===== src/rtl/mycpu_pkg.sv =====
// Shared types for the mycpu control unit: FSM states, opcodes, ALU function
// selects and PC update controls.
package mycpu_pkg;

  typedef enum logic [3:0] {
    S_RST = 4'd0,
    S_INF = 4'd1,
    S_EX0 = 4'd2,
    S_XL1 = 4'd3,
    S_HLT = 4'd4
  } cu_state_t;

  // 0x00-0x0F are ALU register ops whose low nibble is the function select
  typedef enum logic [6:0] {
    OP_INC = 7'h01,
    OP_ADD = 7'h02,
    OP_MUL = 7'h07,
    OP_LD  = 7'h10,
    OP_IOR = 7'h11,
    OP_ST  = 7'h20,
    OP_IOW = 7'h21,
    OP_XXL = 7'h30,
    OP_ADI = 7'h42,
    OP_LDI = 7'h4C,
    OP_BRZ = 7'h60,
    OP_BRN = 7'h61,
    OP_JMP = 7'h70,
    OP_HAL = 7'h7F
  } opcode_t;

  typedef enum logic [3:0] {
    FMOVA = 4'h0,
    FINC  = 4'h1,
    FADD  = 4'h2,
    FSUB  = 4'h5,
    FDEC  = 4'h6,
    FMUL  = 4'h7,
    FAND  = 4'h8,
    FOR   = 4'h9,
    FXOR  = 4'hA,
    FNOT  = 4'hB,
    FMOVB = 4'hC,
    FSHR  = 4'hD,
    FSHL  = 4'hE
  } fs_t;

  typedef enum logic [1:0] {
    PC_NOP = 2'd0,
    PC_INC = 2'd1,
    PC_BRA = 2'd2,
    PC_JMP = 2'd3
  } pc_t;

endpackage


===== src/rtl/mycpu_pc.sv =====
// Program counter register: hold, increment, relative branch or absolute jump,
// all modulo 2^AW.
module mycpu_pc
  import mycpu_pkg::*;
#(
  parameter int AW = 8
) (
  input  logic          clk,
  input  logic          rst,
  input  pc_t           ctl,
  input  logic [AW-1:0] off,
  input  logic [AW-1:0] tgt,
  output logic [AW-1:0] pc
);

  logic [AW-1:0] pc_q, pc_d;

  always_comb begin
    pc_d = pc_q;
    case (ctl)
      PC_INC:  pc_d = pc_q + AW'(1);
      PC_BRA:  pc_d = pc_q + off;
      PC_JMP:  pc_d = tgt;
      default: pc_d = pc_q;
    endcase
  end

  always_ff @(posedge clk) begin
    if (rst) pc_q <= '0;
    else     pc_q <= pc_d;
  end

  assign pc = pc_q;

endmodule


===== src/rtl/mycpu_cu.sv =====
// Multi-cycle control unit: fetch/execute sequencing, strobe decode, PC control.
// Define MYCPU_ILLEGAL_TRAP_EN to trap undefined opcodes into HLT with illegal_out set.
module mycpu_cu
  import mycpu_pkg::*;
#(
  parameter int AW      = 8,
  parameter int RW      = 3,
  parameter int MUL_LAT = 3
) (
  input  logic                clk,
  input  logic                rst,
  output logic                imem_req,
  input  logic                imem_ack,
  input  logic [7+3*RW-1:0]   ins_in,
  output logic                dmem_req,
  input  logic                dmem_ack,
  input  logic [AW-1:0]       a_in,
  input  logic                z_in,
  input  logic                n_in,
  output logic [AW-1:0]       pc_out,
  output logic [RW-1:0]       da_out,
  output logic [RW-1:0]       aa_out,
  output logic [RW-1:0]       ba_out,
  output fs_t                 fs_out,
  output logic                mb_out,
  output logic                md_out,
  output logic                rf_we,
  output logic                mem_we,
  output logic                io_out,
  output cu_state_t           state_out,
  output logic                illegal_out
);

  localparam int IW = 7 + 3*RW;
  localparam int CW = (RW > 4) ? RW : 4;

  cu_state_t     state_q, state_d;
  logic [IW-1:0] ir_q, ir_d;
  logic [CW-1:0] cnt_q, cnt_d;
  pc_t           pc_ctl;
  logic [6:0]    op;
  logic [AW-1:0] br_off;
`ifdef MYCPU_ILLEGAL_TRAP_EN
  logic          ill_q, ill_d;
`endif

  // Branch displacement {DR,SB} is a two's-complement field
  function automatic logic [AW-1:0] sext_off(input logic signed [2*RW-1:0] v);
    return AW'(v);
  endfunction

  assign op        = ir_q[IW-1:IW-7];
  assign da_out    = ir_q[3*RW-1:2*RW];
  assign aa_out    = ir_q[2*RW-1:RW];
  assign ba_out    = ir_q[RW-1:0];
  assign br_off    = sext_off({da_out, ba_out});
  assign state_out = state_q;
`ifdef MYCPU_ILLEGAL_TRAP_EN
  assign illegal_out = ill_q;
`else
  assign illegal_out = 1'b0;
`endif

  always_comb begin
    state_d  = state_q;
    ir_d     = ir_q;
    cnt_d    = cnt_q;
    pc_ctl   = PC_NOP;
    imem_req = 1'b0;
    dmem_req = 1'b0;
    fs_out   = FMOVA;
    mb_out   = 1'b0;
    md_out   = 1'b0;
    rf_we    = 1'b0;
    mem_we   = 1'b0;
    io_out   = 1'b0;
`ifdef MYCPU_ILLEGAL_TRAP_EN
    ill_d    = ill_q;
`endif
    case (state_q)
      S_RST: state_d = S_INF;
      S_INF: begin
        imem_req = 1'b1;
        if (imem_ack) begin
          ir_d    = ins_in;
          state_d = S_EX0;
        end
      end
      S_EX0: begin
        case (op)
          OP_MUL: begin
            fs_out = FMUL;
            if (MUL_LAT == 1) begin
              rf_we   = 1'b1;
              pc_ctl  = PC_INC;
              state_d = S_INF;
            end else begin
              cnt_d   = CW'(MUL_LAT - 2);
              state_d = S_XL1;
            end
          end
          OP_LDI, OP_ADI: begin
            fs_out  = fs_t'(op[3:0]);
            mb_out  = 1'b1;
            rf_we   = 1'b1;
            pc_ctl  = PC_INC;
            state_d = S_INF;
          end
          OP_LD, OP_IOR: begin
            dmem_req = 1'b1;
            md_out   = 1'b1;
            io_out   = (op == OP_IOR);
            if (dmem_ack) begin
              rf_we   = 1'b1;
              pc_ctl  = PC_INC;
              state_d = S_INF;
            end
          end
          OP_ST, OP_IOW: begin
            dmem_req = 1'b1;
            mem_we   = 1'b1;
            io_out   = (op == OP_IOW);
            if (dmem_ack) begin
              pc_ctl  = PC_INC;
              state_d = S_INF;
            end
          end
          OP_BRZ: begin
            pc_ctl  = z_in ? PC_BRA : PC_INC;
            state_d = S_INF;
          end
          OP_BRN: begin
            pc_ctl  = n_in ? PC_BRA : PC_INC;
            state_d = S_INF;
          end
          OP_JMP: begin
            pc_ctl  = PC_JMP;
            state_d = S_INF;
          end
          OP_XXL: begin
            cnt_d   = CW'(ba_out);
            state_d = S_XL1;
          end
          OP_HAL: state_d = S_HLT;
          default: begin
            if (op[6:4] == 3'd0) begin
              fs_out  = fs_t'(op[3:0]);
              rf_we   = 1'b1;
              pc_ctl  = PC_INC;
              state_d = S_INF;
            end else begin
`ifdef MYCPU_ILLEGAL_TRAP_EN
              ill_d   = 1'b1;
              state_d = S_HLT;
`else
              pc_ctl  = PC_INC;
              state_d = S_INF;
`endif
            end
          end
        endcase
      end
      S_XL1: begin
        // cnt_q counts the remaining XL1 cycles after this one
        if (op == OP_MUL) fs_out = FMUL;
        if (cnt_q == '0) begin
          rf_we   = (op == OP_MUL);
          pc_ctl  = PC_INC;
          state_d = S_INF;
        end else begin
          cnt_d = cnt_q - CW'(1);
        end
      end
      default: state_d = state_q;
    endcase
  end

  always_ff @(posedge clk) begin
    if (rst) begin
      state_q <= S_RST;
      ir_q    <= '0;
      cnt_q   <= '0;
`ifdef MYCPU_ILLEGAL_TRAP_EN
      ill_q   <= 1'b0;
`endif
    end else begin
      state_q <= state_d;
      ir_q    <= ir_d;
      cnt_q   <= cnt_d;
`ifdef MYCPU_ILLEGAL_TRAP_EN
      ill_q   <= ill_d;
`endif
    end
  end

  mycpu_pc #(.AW(AW)) u_pc (
    .clk (clk),
    .rst (rst),
    .ctl (pc_ctl),
    .off (br_off),
    .tgt (a_in),
    .pc  (pc_out)
  );

endmodule


===== config.mk =====
export PLATFORM = sky130hd
export DESIGN_NAME = mycpu_cu
export DESIGN_NICKNAME = d
export VERILOG_FILES = /design/src/rtl/mycpu_pkg.sv /design/src/rtl/mycpu_pc.sv /design/src/rtl/mycpu_cu.sv
export SDC_FILE = /design/constraint.sdc
export NUM_CORES = 1
export LEC_CHECK = 0
export BUFFER_PORTS_ARGS = -buffer_cell sky130_fd_sc_hd__buf_2
export CELL_PAD_IN_SITES_DETAIL_PLACEMENT = 1
export CELL_PAD_IN_SITES_GLOBAL_PLACEMENT = 1
export CORE_ASPECT_RATIO = 1.75
export CORE_MARGIN = 2
export CORE_UTILIZATION = 40
export DETAILED_ROUTE_END_ITERATION = 7
export HOLD_SLACK_MARGIN = 0.02
export PLACE_DENSITY_LB_ADDON = 0.1
export SLEW_MARGIN = 15
export SYNTH_ARGS = -nofsm -noshare
export SYNTH_HDL_FRONTEND = slang
export SYNTH_SLANG_ARGS = --single-unit

===== constraint.sdc =====
create_clock -name clk -period 6.55 [get_ports clk]
set_input_delay 0.9825 -clock clk [delete_from_list [all_inputs] [get_ports clk]]
set_output_delay 0.9825 -clock clk [all_outputs]
set_load 0.01 [all_outputs]

== After elaboration in Yosys (flattened, before gate mapping) ==
Index checks and enable logic that the tools add are counted.
Word-level totals
  register bits after elaboration: 32
  latch bits: 0
  RAM bits: 0
  bits in read-only memories: 0
  input bits: 30
  output and inout port bits: 33
  logic and storage cells: 82
  memories kept: 0
Cells by class
  $add $sub $neg: 3
  multipliers: 0
  divide/modulo/power cells: 0
  order comparisons: 0
  equal/unequal tests: 23
  shift operators: 0
  mux-type cells: 35
  bitwise gates (word level): 0
  reductions and logical operators: 17
Operator list (count)
  7-bit equality test, second input constant: 6
  4-bit case mux with 2 select lines: 3
  4-bit case mux with 3 select lines: 2
  8-bit case mux with 3 select lines: 1
  7-bit by 6-bit equality test with 1-bit output, second input constant: 3
  4-bit two-way mux: 5
  4-bit case mux with 4 select lines: 1
  1-bit two-way mux: 15
  7-bit by 5-bit equality test with 1-bit output, second input constant: 2
  2-bit case mux with 5 select lines: 1
  9-bit OR reduction: 1
  8-bit by 1-bit adder with 8-bit output, second input constant: 1
  8-bit adder: 1
  4-bit by 2-bit equality test with 1-bit output, second input constant: 2
  4-bit logical NOT: 2
  2-bit OR reduction: 4
  8-bit OR reduction: 1
  7-bit by 3-bit equality test with 1-bit output, second input constant: 1
  2-bit inequality test, second input constant: 3
  3-bit inequality test, second input constant: 2
  2-bit equality test, second input constant: 2
  4-bit by 1-bit equality test with 1-bit output, second input constant: 1
  2-bit two-way mux: 2
  1-bit case mux with 2 select lines: 2
  14 further kinds: 14

== Depth between registers and ports, before layout ==
Gate-level depths: netlist (run 1).
  word-level depth: 6
  gate-level depth with buffers: 16
  mapped depth without buffers: 16

== Hierarchy ==
From an unflattened synthesis (run 1), not the netlist that was laid out.
Second synthesis, totals
  cell total of the unflattened synthesis: 299
  area total of the unflattened synthesis: 2278.4 sq um
Modules (own cells, without submodules)
  mycpu_cu: times used 1, cells each 190, area each 1425.1 sq um, seq. area each 460.4 sq um
  mycpu_pc: times used 1, cells each 109, area each 853.3 sq um, seq. area each 160.2 sq um

== Least setup slack after synthesis (run 1) ==
OpenSTA, ideal clock, no wires.
  path kind: input -> register
  start point: input port z_in
  end point: register u_pc.pc_q[6] (netlist: u_pc.pc[6])
  library setup time: 0.074 ns
  data arrival time: 3.522 ns
  data required time: 6.476 ns
  setup slack: 2.954 ns
  stages on the path: 12
  path buffers: 0
  path through: or3b_1 > and4_1 > nor3_1 > nand2_1 > fa_1 > nand2b_1 > a21oi_1 > o21ai_0 > nor2_1 > a21oi_1 > or4_1 > a31oi_1
Between the ends
  word-level cells in the longest chain between the ends: 5
  elaborated cells between the ends (all ways): 8
  those cells by class: 3 x eq/ne; 4 x mux; 1 x reduce/logical
RTL lines
  from (decl): RTL line mycpu_cu.sv:18  | input logic z_in,
  2-bit two-way mux *: RTL line mycpu_cu.sv:129  | pc_ctl = z_in ? PC_BRA : PC_INC;
  2-bit case mux with 5 select lines *: RTL line mycpu_cu.sv:90  | case (op)
  2-bit case mux with 2 select lines *: RTL line mycpu_cu.sv:80  | case (state_q)
  2-bit equality test or 2-bit by 1-bit equality test with 1-bit output (tied branches): RTL line mycpu_pc.sv:20  | case (ctl)
  8-bit case mux with 3 select lines or 3-bit nonzero test (tied branches)
  to (signal assigned): RTL line mycpu_pc.sv:30  | else pc_q <= pc_d;
  to (decl): RTL line mycpu_pc.sv:16  | logic [AW-1:0] pc_q, pc_d;
Mark *: on every way between the ends. The rest lies on a longest branch, timed or not.
A chain may end at the register's enable or synchronous reset.

== Worst setup path after layout (run 1) ==
Ends and elaborated chain as after synthesis.

==> results of run 1 <==
-- cell type report --
cell class | count | area (µm²) | share of cell area, %
multi-input cells | 232 | 1400 | 54.7
well taps | 74 | 92.6 | 3.62
repair buffers | 60 | 300 | 11.8
flip-flops and latches | 31 | 621 | 24.3
clock buffers | 7 | 96.3 | 3.77
inverters | 11 | 41.3 | 1.62
clock inverters | 1 | 7.51 | 0.294
-- worst max-delay path by stage --
stage	depth (start not counted)	end	startpoint
floorplan	12	u_pc.pc[6]	z_in
global placement	13	u_pc.pc[6]	z_in
detailed placement	13	u_pc.pc[6]	z_in
CTS	12	u_pc.pc[6]	state_out[1]
global route	12	u_pc.pc[6]	state_out[1]
finish	13	u_pc.pc[6]	z_in
-- synth_stat cells (2+ instances only) --
cell       count
nor2b_1        2
inv_1         11
dfxtp_1       31
and4b_1        2
nand3_1        7
buf_4         11
a22oi_1        5
buf_6          2
nor3_1         9
a31oi_1        4
buf_2          5
a21oi_1       31
nand3b_1       2
and3_1         5
xnor2_1        3
or4_1          2
nor2_1        19
o21ai_0       13
xor2_1         2
or3_1          3
nand2_1       57
a211oi_1       2
and2_1         7
o22ai_1        3
clkbuf_1       5
nor3b_1        2
o21a_1         2
nor4_1         2
or3b_1         2
nand2b_1       6
o2111ai_1      2
ha_1           7
buf_1          2
-- power groups by stage --
| stage | clock network (mW) | registers [mW] | logic [mW] |
|---|---|---|---|
| after CTS | 0.179 | 0.212 | 0.0918 |
| after detailed placement | 0 | 0.217 | 0.0913 |
| after global routing | 0.187 | 0.214 | 0.102 |
| after floorplan | 0 | 0.209 | 0.0723 |
| final | 0.176 | 0.212 | 0.0906 |
| after global placement | 0 | 0.216 | 0.0900 |
-- worst register-to-register path, cell delays in order, from the launching register on --
cell and delay [ns]:
dfxtp_1 0.46, nor3b_2 0.61, o2111ai_1 0.25, nor3_1 0.44, nand2_1 0.18, fa_1 0.43, nand2b_1 0.20, a21oi_1 0.23
o21ai_0 0.11, nor2_1 0.10, a21oi_1 0.06, or4_1 0.41, a31oi_1 0.16
-- cells by family after synthesis --
logic type	share of synthesized area [%]
AOI/OAI and AO/OA	21.1
xor gates and xnor gates	1.98
adders and majority gates	5.32
buffers and inverters	8.94
DFF	28.1
muxes	0.453
other	0.170
and+or+nand+nor	34.0
-- flip-flops by register name (all words and copies together) (netlist names) --
register   flops
state_out      3
cnt_q          4
u_pc.pc        8
ir_q          16
-- metrics by stage --
step	utilization (%)	instances	total power, mW
floorplan	-	299	0.281
global placement	46.3	408	0.306
detailed placement	46.3	408	0.308
CTS	48.2	416	0.483
global route	48.2	416	0.504
finish	48.2	416	0.479
-- layer usage --
metal / vias up / part of all wire [%] / global-route usage [%] / wire length [µm]
met4: 0 / 1.2 / 5.64 / 78
met5: - / 0 / 0 / 0
met2: 55 / 55 / 41.8 / 3530
met1: 1075 / 40 / 24.5 / 2540
met3: 8 / 3.9 / 3.80 / 252
li1: 1122 / - / - / -
==> impl_metrics.csv, run 1 <==
group,metric,value,unit
outcome,outcome,"completed",
clock_tree,cts.sinks,31,
floorplan,die_area,6160,µm²
critical_path,rr_worst_depth,12,
clock_tree,worstSkewPairLatency,0.29,ns
finish,num-nets-final,379,
detailed_routing,antenna_left,0,
clock_tree,post_cts_resized,0,
yosys,ys_ff_latch,31,
critical_path,crit_fanout,5,
critical_path,start_kind,"input pin",
yosys,synth_flop_cell,"dfxtp_1",
timing,grt_setup_unrepaired,"no",
hold_path,min_path_type,"register to register",
finish,layout_commonest_cell,"buf_2",
grt,gr-total-overflow,0,
pwr,pwr-share-comb,18.9,%
timing,worst_hold_slack,0.461,ns
placed_design,routabilityCongestion,0.848,
yosys,synth_warnings,0,
finish,drive_gt1_share,23.7,%
clock_tree,clockBufferDepth,2,
grt,grt_pass1_vias,2260,
clock_tree,cts_buffers,5,
pwr,leakage,1.09,nW
timing,setup_viol,0,
detailed_routing,wl_per_cell,15.4,µm
yosys,avgSynthCellArea,7.42,µm²
clock_tree,post_cts_buffers,0,
clock_tree,h-tree-depth,2,
floorplan,die_height,102,µm
yosys,synth_area,2210,µm²
hold_path,hold_start,"ir_q[4]",
finish,fill_cells,708,
critical_path,crit_arrival,3.96,ns
critical_path,crit_type,"input pin to register",
critical_path,slowest_delay,0.46,ns
critical_path,worstSetupEndpointType,"register",
placed_design,numPortBuffers,60,
detailed_routing,vias_per_cell,5.43,
timing,period_needed,3.74,ns
clock_tree,root_buffer,"clkbuf_8",
finish,insertedDiodeCount,0,
critical_path,path_buf_inv,1,
timing,timing.final.ws_setup,2.81,ns
finish,synthToLayoutAreaGrowth,15.6,%
timing,report.final.slew_viol_count,0,
critical_path,crit_top_cell,"a21oi_1",
grt,grt_start_max_net_pins,32,
timing,worst_slew_pin_slew,0.657,ns
floorplan,io_pins,63,
detailed_routing,wl,6400,µm
pwr,power_density,188,nW/µm²
pwr,ir_drop,0.108,mV
detailed_routing,drt_iter0_drc,39,
detailed_routing,drc,0,
pwr,internal-power,0.330,mW
grt,antenna_found_initial,0,
yosys,synth_top_area_share,28.1,%
finish,mostFrequentLayoutCells,"buf_2, nand2_1, a21oi_1, dfxtp_1, nor2_1",
floorplan,dieWidth,60.2,µm
finish,final_area,2550,µm²
yosys,async_flop_share,0,%
grt,grt_pass1_wl,10500,µm
yosys,synth-edff-count,0,
timing,slew_headroom,56.0,%
critical_path,reg2reg_to,"u_pc.pc[6]",
placed_design,pre_cts_ws,2.47,ns
grt,grt_usage,22.1,%
critical_path,crit_family,"simple AND/OR/NAND/NOR gates",
critical_path,reg2reg_slack,2.84,ns
clock_tree,cts.clk_slew.worst_paths,0.08,ns
detailed_routing,drt_first_pass_iters,5,
critical_path,cp_slowest_cell,"nor3_1",
pwr,switching_share,31.1,%
yosys,synth_cell_types,63,
floorplan,row_count,35,
critical_path,required,6.77,ns
timing,hold_viol,0,
yosys,synth_top_area_cell,"dfxtp_1",
floorplan,coreArea,5300,µm²
critical_path,regToRegStartpoint,"state_out[1]",
detailed_routing,dr_total_vias,2260,
hold_path,hold_end,"ir_q[4]",
timing,fin_tns_setup,0,ns
pwr,switchingPower,0.149,mW
timing,fmax,267,MHz
yosys,synth_area_leaders,"dfxtp_1, nand2_1, a21oi_1, ha_1, buf_4",
placed_design,post-dp-hpwl,4980,µm
floorplan,start_util,41.7,%
yosys,seq_area_frac_synth,28.1,%
pwr,clkPwrFrac,36.8,%
hold_path,holdPathStages,2,
clock_tree,cts_hold_buffers,0,
timing,finalClockSkew,0.00723,ns
timing,post-route-period-util,57.1,%
pwr,p_seq_share,44.3,%
critical_path,worstPathCellList,"buf_2 > or3b_1 > and4_1 > nor3_1 > nand2_1 > fa_1 > nand2b_1 > a21oi_1 > o21ai_0 > nor2_1 > a21oi_1 > or4_1 > a31oi_1",
job,drv_cap,0,
placed_design,postPlaceCellArea,2450,µm²
clock_tree,cts_tree,"done",
yosys,syn_inst,298,
Power figures use the tool's default switching activity.
==> inputs of run 2 (changes only) <==
--- a/config.mk
+++ b/config.mk
@@ -10,7 +10,7 @@
 export CELL_PAD_IN_SITES_GLOBAL_PLACEMENT = 1
 export CORE_ASPECT_RATIO = 1.75
 export CORE_MARGIN = 2
-export CORE_UTILIZATION = 40
+export CORE_UTILIZATION = 33
 export DETAILED_ROUTE_END_ITERATION = 7
 export HOLD_SLACK_MARGIN = 0.02
 export PLACE_DENSITY_LB_ADDON = 0.1
==> constraint.sdc (replaced) <==
create_clock -name clk -period 3.3 [get_ports clk]
set_input_delay 0.495 -clock clk [delete_from_list [all_inputs] [get_ports clk]]
set_output_delay 0.495 -clock clk [all_outputs]
set_load 0.01 [all_outputs]
==> impl_metrics.csv, run 2 (synthesis results as in run 1) <==
group,metric,value,unit
floorplan,io_pins,63,
grt,grt_start_max_net_pins,32,
timing,worst_slew_pin_slew,0.692,ns
critical_path,crit_fanout,5,
clock_tree,cts.clk_slew.worst_paths,0.05,ns
floorplan,row_count,39,
finish,largest_register,"ir_q",
grt,gr-total-overflow,0,
critical_path,worstSetupEndpointType,"register",
timing,fmax,321,MHz
critical_path,cp_slowest_cell,"or4_4",
pwr,leakage,1.23,nW
finish,insertedDiodeCount,0,
grt,grt_pass1_wl,11700,µm
placed_design,numPortBuffers,60,
timing,hold_viol,0,
detailed_routing,dr_total_vias,2357,
clock_tree,root_buffer,"clkbuf_16",
critical_path,crit_arrival,3.32,ns
timing,grt_setup_unrepaired,"yes",
detailed_routing,wl_per_cell,16.5,µm
detailed_routing,antenna_left,0,
detailed_routing,vias_per_cell,5.31,
placed_design,routabilityCongestion,0.817,
floorplan,coreArea,6490,µm²
timing,period_needed,3.12,ns
clock_tree,h-tree-depth,2,
grt,grt_pass1_vias,2417,
clock_tree,cts_tree,"done",
grt,antenna_found_initial,0,
finish,layout_commonest_cell,"buf_2",
critical_path,crit_top_cell,"nand2b_4",
clock_tree,clockBufferDepth,2,
finish,num-nets-final,399,
timing,setup_viol,0,
finish,finalNonFillerCells,444,
clock_tree,cts_hold_buffers,0,
timing,post-route-period-util,94.5,%
floorplan,start_util,34.1,%
grt,grt_usage,20.4,%
finish,largest_reg_flops,16,
detailed_routing,drt_first_pass_iters,4,
floorplan,die_height,112,µm
critical_path,slowest_delay,0.53,ns
critical_path,reg2reg_slack,0.18,ns
critical_path,required,3.50,ns
clock_tree,cts.sinks,31,
pwr,power_density,396,nW/µm²
finish,synthToLayoutAreaGrowth,28.8,%
finish,drive_gt1_share,32.3,%
finish,mostFrequentLayoutCells,"buf_2, nand2_1, a21oi_1",
clock_tree,worstSkewPairLatency,0.28,ns
timing,finalClockSkew,0.00554,ns
clock_tree,cts_buffers,5,
placed_design,post-dp-hpwl,5620,µm
finish,post-route-util,43.9,%
detailed_routing,drt_iter0_drc,73,
critical_path,crit_type,"register to register",
timing,timing.final.ws_setup,0.180,ns
job,drv_cap,0,
timing,slew_headroom,53.7,%
outcome,outcome,"completed",
floorplan,die_area,7400,µm²
critical_path,start_kind,"register",
critical_path,worstPathCellList,"or3b_1 > and4_1 > nor3_4 > nand2b_4 > ha_4 > inv_1 > fa_2 > nand2b_4 > a21oi_4 > buf_4 > nor3_1 > a21oi_1 > or4_4 > a31oi_1",
timing,fin_tns_setup,0,ns
timing,report.final.slew_viol_count,0,
timing,worst_hold_slack,0.453,ns
detailed_routing,wl,7350,µm
detailed_routing,drc,0,
placed_design,pre_cts_ws,-0.113,ns
placed_design,post-place-cells,431,
floorplan,dieWidth,65.9,µm
hold_path,min_path_type,"input pin to register",
pwr,ir_drop,0.255,mV
run 2: changes by cell type in the layout (fill, tap and decap cells not counted), sizes merged:
cell | before | now
buf | 60 | 80
run 2: stage by stage:
stage | power (mW) | instance area, µm²
finish | 1.13 | 2850
global route | 1.18 | 2850
CTS | 1.13 | 2740
detailed placement | 0.631 | 2570
global placement | 0.628 | 2570
floorplan | 0.559 | 2210
run 2: routing by layer:
metal  track usage, %  wire length (µm)  vias up
met3             2.71               233       11
li1                 -                 -     1162
met4             6.39               159        0
met5                0                 0        -
met1             22.3              2850     1137
met2             38.8              4100       47
run 2: repair_timing:
action	in CTS	in global routing
buffers inserted	0	6
endpoints found under the setup margin	1	2
pin swaps	0	9
gates resized for setup	2	19
run 2: worst max-delay path: cells and delay by family (launching register included):
kind / cells / cell delay (ns)
buffers and inverters: 2 / 0.20
and+or+nand+nor: 7 / 1.80
adders and majority gates: 2 / 0.37
AOI/OAI and AO/OA: 3 / 0.34
DFF: 1 / 0.33
run 2: cell type report:
| class | instances | area, µm² |
|---|---|---|
| Multi-Input combinational cell | 232 | 1470 |
| Timing Repair Buffer | 80 | 450 |
| Fill cell | 867 | 3640 |
| Clock inverter | 1 | 7.51 |
| Inverter | 11 | 41.3 |
| Clock buffer | 7 | 153 |
| Sequential cell | 31 | 623 |
| Tap cell | 82 | 103 |
run 2: path summary, 6_finish.rpt:
path         cells past startpoint       start    endpoint
min                              3  ins_in[11]    ir_q[11]
max reg2reg                     14     ir_q[9]  u_pc.pc[6]
min reg2reg                      2     ir_q[3]     ir_q[3]
max                             14     ir_q[9]  u_pc.pc[6]
run 2: report_power, final:
group / switching (mW) / total, mW / leakage, nW / internal [mW]
clock network: 0.175 / 0.496 / 0.0761 / 0.321
logic: 0.131 / 0.225 / 0.900 / 0.0941
registers: 0.0163 / 0.407 / 0.253 / 0.391
